### src/rtl/gray_ptr_sync_if.sv
// Gray pointer CDC bundle: foreign-domain pointer in, synchronized views out.
interface gray_ptr_sync_if #(
  parameter int unsigned DATA_WIDTH = 2
);
  logic [DATA_WIDTH-1:0] data_i;
  logic [DATA_WIDTH-1:0] data_sync_o;
  logic [DATA_WIDTH-1:0] bin_o;
  logic                  change_o;

  modport master (
    output data_i,
    input  data_sync_o,
    input  bin_o,
    input  change_o
  );

  modport slave (
    input  data_i,
    output data_sync_o,
    output bin_o,
    output change_o
  );
endinterface

### src/rtl/gray_ptr_sync.sv
// Gray-coded pointer synchronizer: a flop chain in the destination clock
// domain, a combinational Gray-to-binary decode of the last stage, and a
// registered one-cycle pulse whenever the synchronized value changes.
module gray_ptr_sync #(
  parameter int unsigned DATA_WIDTH  = 2,
  parameter int unsigned SYNC_STAGES = 2
) (
  input  logic            clk_i,
  input  logic            rst_i,
  gray_ptr_sync_if.slave  bus
);

  if (SYNC_STAGES < 2 || SYNC_STAGES > 4) begin : g_bad_stages
    $error("gray_ptr_sync: SYNC_STAGES must be in 2..4");
  end
  if (DATA_WIDTH < 1 || DATA_WIDTH > 32) begin : g_bad_width
    $error("gray_ptr_sync: DATA_WIDTH must be in 1..32");
  end

  (* ASYNC_REG = "TRUE" *) logic [DATA_WIDTH-1:0] stage_q [SYNC_STAGES];
  logic [DATA_WIDTH-1:0] stage_d [SYNC_STAGES];
  logic [DATA_WIDTH-1:0] prev_q;
  logic [DATA_WIDTH-1:0] prev_d;
  logic                  change_q;
  logic                  change_d;
  logic [DATA_WIDTH-1:0] sync_w;
  logic [DATA_WIDTH-1:0] bin_w;

  assign sync_w = stage_q[SYNC_STAGES-1];

  // Pure wiring between stages: nothing may sit in front of a synchronizer flop.
  always_comb begin
    stage_d[0] = bus.data_i;
    for (int unsigned k = 1; k < SYNC_STAGES; k++) begin
      stage_d[k] = stage_q[k-1];
    end
  end

  // Change detect: compare the synchronized value against its one-cycle delay.
  always_comb begin
    prev_d   = sync_w;
    change_d = (sync_w != prev_q);
  end

  // Synchronizer chain, delay register and change flag; async clear.
  always_ff @(posedge clk_i or posedge rst_i) begin
    if (rst_i) begin
      for (int unsigned k = 0; k < SYNC_STAGES; k++) begin
        stage_q[k] <= '0;
      end
      prev_q   <= '0;
      change_q <= 1'b0;
    end else begin
      for (int unsigned k = 0; k < SYNC_STAGES; k++) begin
        stage_q[k] <= stage_d[k];
      end
      prev_q   <= prev_d;
      change_q <= change_d;
    end
  end

  // Gray-to-binary: bin[i] is the XOR of all synchronized bits from i upward.
  always_comb begin
    bin_w = '0;
    for (int unsigned i = 0; i < DATA_WIDTH; i++) begin
      bin_w[i] = ^(sync_w >> i);
    end
  end

  assign bus.data_sync_o = sync_w;
  assign bus.bin_o       = bin_w;
  assign bus.change_o    = change_q;

endmodule

### src/flat_wrapper.sv
// flat-port wrapper written by rule: the top's interface ports become plain ports
module gray_ptr_sync_flat 
#(
  parameter int unsigned DATA_WIDTH  = 2,
  parameter int unsigned SYNC_STAGES = 2
)
  (clk_i, rst_i, bus_data_i, bus_data_sync_o, bus_bin_o, bus_change_o);
  gray_ptr_sync_if #(.DATA_WIDTH(DATA_WIDTH)) bus_i ();
  input  logic clk_i;
  input  logic rst_i;
  input wire logic [$bits(bus_i.data_i)-1:0] bus_data_i;
  output wire logic [$bits(bus_i.data_sync_o)-1:0] bus_data_sync_o;
  output wire logic [$bits(bus_i.bin_o)-1:0] bus_bin_o;
  output wire logic [$bits(bus_i.change_o)-1:0] bus_change_o;
  assign bus_i.data_i = bus_data_i;
  assign bus_data_sync_o = bus_i.data_sync_o;
  assign bus_bin_o = bus_i.bin_o;
  assign bus_change_o = bus_i.change_o;
  gray_ptr_sync #(.DATA_WIDTH(DATA_WIDTH), .SYNC_STAGES(SYNC_STAGES)) u_core (.clk_i(clk_i), .rst_i(rst_i), .bus(bus_i));
endmodule
### config.mk
export PLATFORM = sky130hd
export DESIGN_NAME = gray_ptr_sync_flat
export DESIGN_NICKNAME = d
export VERILOG_FILES = /design/src/rtl/gray_ptr_sync_if.sv /design/src/rtl/gray_ptr_sync.sv /design/src/flat_wrapper.sv
export SDC_FILE = /design/constraint.sdc
export NUM_CORES = 1
export LEC_CHECK = 0
export CELL_PAD_IN_SITES_DETAIL_PLACEMENT = 1
export CELL_PAD_IN_SITES_GLOBAL_PLACEMENT = 2
export CORE_AREA = 2 2 39 41
export DETAILED_ROUTE_END_ITERATION = 12
export DIE_AREA = 0 0 41 43
export PLACE_DENSITY = 0.63
export SLEW_MARGIN = 20
export SYNTH_ARGS = -nofsm -noshare
export SYNTH_HDL_FRONTEND = slang
export SYNTH_SLANG_ARGS = --single-unit
### constraint.sdc
create_clock -name clk_i -period 0.9 [get_ports clk_i]
set_clock_uncertainty 0.2 [all_clocks]
set_input_delay 0.135 -clock clk_i [delete_from_list [all_inputs] [get_ports clk_i]]
set_output_delay 0.135 -clock clk_i [all_outputs]
set_load 0.03 [all_outputs]
==> results of run 1 <==
## synth_stat cells, drive strengths merged
library cell and count:
buf 3, dfrtp 7, inv 1, nand2 1, xnor2 2, xor2 1
## logic make-up after synthesis
logic type,after synthesis,share of synthesized area [%]
AND/OR/NAND/NOR,1,1.620
XOR/XNOR,3,11.35
flip-flops,7,75.68
buffers and inverters,4,11.35
## metrics by stage
step	worst slack [ns]	hold slack (ns)
global route	-0.5035	-0.06791
finish	-0.4551	-0.09362
CTS	-0.4753	-0.09584
floorplan	-0.1592	-0.2617
detailed placement	-0.2380	0.1377
global placement	-0.2236	0.1309
## how the worst min path moves through the flow
stage | endpoint | cells past startpoint
after CTS | u_core.prev_q[0] | 2
final | u_core.prev_q[0] | 2
after detailed placement | u_core.bus.data_sync_o[1] | 0
after global routing | u_core.stage_q[3] | 2
after global placement | u_core.bus.data_sync_o[0] | 0
after floorplan | u_core.bus.change_o | 1
## registers in the layout (all words and copies together) (netlist names)
register,count
u_core.bus.data_sync_o,2
u_core.prev_q,2
u_core.bus.change_o,1
u_core.stage_q,2
## per-layer routing
metal  track usage (%)  part of all wire, %
met2             9.375                   55
met1             5.298                   31
met3             7.853                   11
met5                 0                    0
met4             6.000                  2.2
## cell type report
type,count,area [um^2]
well taps,16,20.02
fillers,155,964.7
repair buffers,13,127.6
multi-input cells,4,63.81
flip-flops and latches,7,177.7
clock buffers,4,26.28
inverters,1,3.754
## power by group through the flow
stage               Combinational, uW  Clock (uW)  Sequential, uW
global route                      146         324             353
floorplan                        56.8           0             363
global placement                 97.8           0             353
CTS                               127         308             350
finish                            136         286             350
detailed placement                100           0             355
## what timing repair did
action                                  CTS  global route
endpoints found under the setup margin    6             7
resized for setup                         6             2
hold endpoints to repair                  7             7
buffers inserted                          3             1
==> results.json, run 1 <==
{
  "status": "finished with violations",
  "violations": "hold timing, setup timing",
  "rsz0062_at_grt": "true",
  "slew_viol_final": 0,
  "rr_worst_depth": 4,
  "maxCapViolCount": 0,
  "cp.depth": 2,
  "final_cell_mix": "6 x buf_6, 5 x dfrtp_1, 4 x buf_4",
  "antenna_found_initial": 0,
  "firstDrtPassIters": 1,
  "pin_count": 9,
  "critical_path_class": "reg -> out",
  "synth_area_per_cell_um2": 15.43,
  "cts.htree.levels": 1,
  "layout_commonest_cell": "buf_6",
  "crit_arrival_ns": 1.02,
  "slew_headroom_pct": 82.26,
  "die-area_um2": 1763,
  "ir_worst_vdd_mv": 0.8396,
  "drt-total-wl_um": 463,
  "tritoncts": "done",
  "finalHoldViolCount": 7,
  "power.leakage_uw": 0.0001906,
  "io_buffer_count": 8,
  "cp-start-kind": "register",
  "synth_nets": 19,
  "cts_made_buffers": 3,
  "drt-vias-per-instance": 3.444,
  "cp_top_family": "flip-flops",
  "nNetsFinal": 34,
  "fin_crit_sh_pct": 150.6,
  "core_um2": 1384,
  "p_total_uw": 772.1,
  "required_ns": 0.56,
  "ys_seq_area_share_pct": 75.68,
  "drc": 0,
  "clock.fmax_ghz": 0.7380,
  "placementRows": 14,
  "grt_pass1_vias": 165,
  "drt_iter0_drc": 0,
  "clock_latency_ns": 0.25,
  "grt_overflow": 0,
  "netlist.area_leader.share_pct": 75.68,
  "fin_ws_ns": -0.4551,
  "hold-worst-slack_ns": -0.09362,
  "insertedDiodeCount": 0,
  "synthTopCellsByArea": "dfrtp_1 76%, buf_4 9.7%, xnor2_1 7.6%, xor2_1 3.8%, inv_1 1.6%",
  "synth_top_cell_by_area": "dfrtp_1",
  "crit_fanout": 3,
  "grt_pass1_wl_um": 696,
  "start_util_pct": 16.73,
  "hp-class": "in -> async",
  "wire_per_inst_um": 10.29,
  "syn_area_um2": 231.5,
  "crit_path_end_kind": "output port",
  "crit_chain": "xor2_4 -> buf_6",
  "drive_above_1_share_pct": 62.07,
  "area_growth_pct": 81.08,
  "intPower_uw": 578.1,
  "num_vias": 155,
  "track_usage_pct": 7.092,
  "power_density_nw_per_um2": 1842,
  "syn_inst": 15,
  "placed_cells": 37,
  "r2r_setup_slack_ns": -0.32,
  "p_clk_share_pct": 37.1,
  "r2r_end": "u_core.bus.change_o",
  "power.switching_uw": 194.0,
  "final_antenna_net_count": 0,
  "clkSlewWorstSetupHoldPaths_ns": 0.05,
  "fin_area_um2": 419.2,
  "combinationalPowerShare_pct": 17.6,
  "ys_types": 6,
  "place_area_um2": 325.3,
  "finalCriticalPeriod_ns": 1.355,
  "cts.path.max_buffers": 2,
  "place_congestion": 0.5068,
  "tightestPinTransition_ns": 0.2658,
  "yosys_warnings": 0,
  "fin_util_pct": 30.29,
  "cts.sinks": 7,
  "dieHeight_um": 43,
  "slowest_stage": "dfrtp_2",
  "final_cells": 45,
  "cts_root_buffer": "clkbuf_4",
  "ys_ff_latch": 7,
  "path_buf_inv": 1,
  "crit_start": "u_core.bus.data_sync_o[1]",
  "swShare_pct": 25.12,
  "r2r-start": "u_core.bus.data_sync_o[1]",
  "max_stage_delay_ns": 0.44,
  "finalSetupViolCount": 7,
  "endpoint": "bus_bin_o[0]",
  "setup_tns_ns": -2.316,
  "grt_max_degree": 8,
  "die_x_um": 41,
  "power_frac_seq_pct": 45.3
}
Note: power is estimated with default switching activity, not from simulation.
==> run 2: changes to the inputs <==
Settings changed: PLACE_DENSITY 0.63 to 0.61.
Clock period 0.9 ns to 1.59 ns, I/O delays scaled along.
==> results.json, run 2 (synthesized netlist as in run 1, its figures left out) <==
{
  "status": "finished, final reports clean",
  "clock_latency_ns": 0.25,
  "r2r-start": "u_core.bus.data_sync_o[0]",
  "setup_tns_ns": 0,
  "finalSetupViolCount": 0,
  "cp.depth": 3,
  "place_congestion": 0.5237,
  "power.leakage_uw": 0.0001567,
  "drive_above_1_share_pct": 23.08,
  "start_util_pct": 16.73,
  "die-area_um2": 1763,
  "die_x_um": 41,
  "endpoint": "bus_bin_o[0]",
  "seqCellArea_um2": 175.2,
  "clock.fmax_ghz": 0.6565,
  "slew_viol_final": 0,
  "drt-total-wl_um": 353,
  "crit_arrival_ns": 1.08,
  "final_antenna_net_count": 0,
  "cpMostUsedCell": "buf_4",
  "io_buffer_count": 8,
  "layout_commonest_cell": "dfrtp_1",
  "cts.sinks": 7,
  "fill_cells": 154,
  "fin_crit_sh_pct": 95.80,
  "rsz0062_at_grt": "false",
  "firstDrtPassIters": 2,
  "cts_root_buffer": "clkbuf_4",
  "grt_overflow": 0,
  "r2r_end": "u_core.bus.change_o",
  "max_stage_delay_ns": 0.37,
  "pin_count": 9,
  "area_growth_pct": 48.11,
  "grt_pass1_vias": 146,
  "insertedDiodeCount": 0,
  "crit_fanout": 3,
  "hp-class": "in -> async",
  "dieHeight_um": 43,
  "slew_headroom_pct": 79.60,
  "placementRows": 14,
  "multi_input_area_um2": 30.03,
  "hpwl_um": 277.2,
  "drc": 0,
  "crit_path_end_kind": "output port",
  "slowest_stage": "dfrtp_1",
  "crit_chain": "buf_4 -> xor2_1 -> buf_4",
  "placed_cells": 38,
  "tightestPinTransition_ns": 0.3072,
  "crit_start": "u_core.bus.data_sync_o[0]",
  "nNetsFinal": 31,
  "antenna_found_initial": 0,
  "cp_top_family": "flip-flops",
  "fin_area_um2": 342.8,
  "final_cell_mix": "7 x dfrtp_1, 4 x dlygate4sd2_1, 3 x clkbuf_4, 3 x clkdlybuf4s50_1, 3 x buf_4",
  "grt_pass1_wl_um": 586,
  "power_density_nw_per_um2": 1182,
  "cts_made_buffers": 3,
  "cts.htree.levels": 1,
  "core_um2": 1384,
  "wire_per_inst_um": 8.405,
  "critical_path_class": "reg -> out",
  "p_total_uw": 405.1,
  "place_area_um2": 321.6,
  "drt-vias-per-instance": 3.333,
  "rr_worst_depth": 3,
  "cts.path.max_buffers": 2,
  "cp-start-kind": "register",
  "required_ns": 1.15,
  "final_cells": 42,
  "finalCriticalPeriod_ns": 1.523,
  "grt_max_degree": 8,
  "num_vias": 140,
  "ir_worst_vdd_mv": 0.3355,
  "maxCapViolCount": 0,
  "drt_iter0_drc": 1,
  "clkSlewWorstSetupHoldPaths_ns": 0.05,
  "path_buf_inv": 2,
  "track_usage_pct": 6.402,
  "tritoncts": "done",
  "r2r_setup_slack_ns": 0.53,
  "finalHoldViolCount": 0
}
==> run 2: changes by cell type in the layout (fill, tap and decap cells not counted) <==
| cell | before | now |
|---|---|---|
| buf_4 | 4 | 3 |
| buf_6 | 6 | 0 |
| dfrtp_1 | 5 | 7 |
| dfrtp_2 | 2 | 0 |
| dlygate4sd2_1 | 0 | 4 |
| xnor2_1 | 0 | 2 |
| xnor2_2 | 2 | 0 |
| xor2_1 | 0 | 1 |
| xor2_4 | 1 | 0 |
==> run 2: timing repair <==
action	in CTS	in global routing
endpoints found under the setup margin	4	0
setup buffers	0	0
hold buffers	0	0
gates resized for setup	4	0
==> run 2: final cells by class <==
cell class,count,share of cell area (%)
tap,16,5.839
multi-input combinational,4,8.759
sequential,7,51.09
clock buffer,4,7.664
inverter,1,1.095
timing repair buffer,10,25.55
==> run 2: layer usage <==
metal  wire length [um]  GRT usage [%]  up-vias
li1                   -              -       62
met1                129          5.351       67
met2                169          6.250        9
met3                 44          6.283        2
met4                  9          10.00        0
met5                  0              0        -
==> run 2: per-stage QoR <==
step | utilization (%) | setup slack [ns] | hold WS [ns]
2_1_floorplan | - | 0.2399 | -0.1581
5_1_grt | 24.77 | 0.004644 | 0.02277
6_report | 24.77 | 0.06684 | 0.01149
4_1_cts | 24.77 | 0.03713 | 0.01300
3_5_place_dp | 23.24 | 0.1118 | 0.1364
3_3_place_gp | 23.24 | 0.1421 | 0.1340
==> run 2: how the worst min path moves through the flow <==
| stage | depth (start not counted) | end | from |
|---|---|---|---|
| global placement | 0 | u_core.bus.data_sync_o[0] | u_core.stage_q[2] |
| finish | 2 | u_core.stage_q[3] | rst_i |
| floorplan | 1 | u_core.bus.change_o | rst_i |
| CTS | 2 | u_core.stage_q[3] | rst_i |
| global route | 2 | u_core.prev_q[1] | rst_i |
| detailed placement | 0 | u_core.bus.data_sync_o[0] | u_core.stage_q[2] |
==> run 2: report_power, final <==
group | total (uW) | switching (uW) | internal, uW
clock | 157 | 61.9 | 95.5
sequential | 192 | 3.71 | 189
combinational | 55.2 | 31.6 | 23.6
total | 405 | 97.2 | 308
==> run 3: changes to the inputs <==
Settings changed: ABC_CLOCK_PERIOD_IN_PS set to 1590.
==> results of run 3 <==
No change in the layout: final DEF, timing and power equal those of run 2.
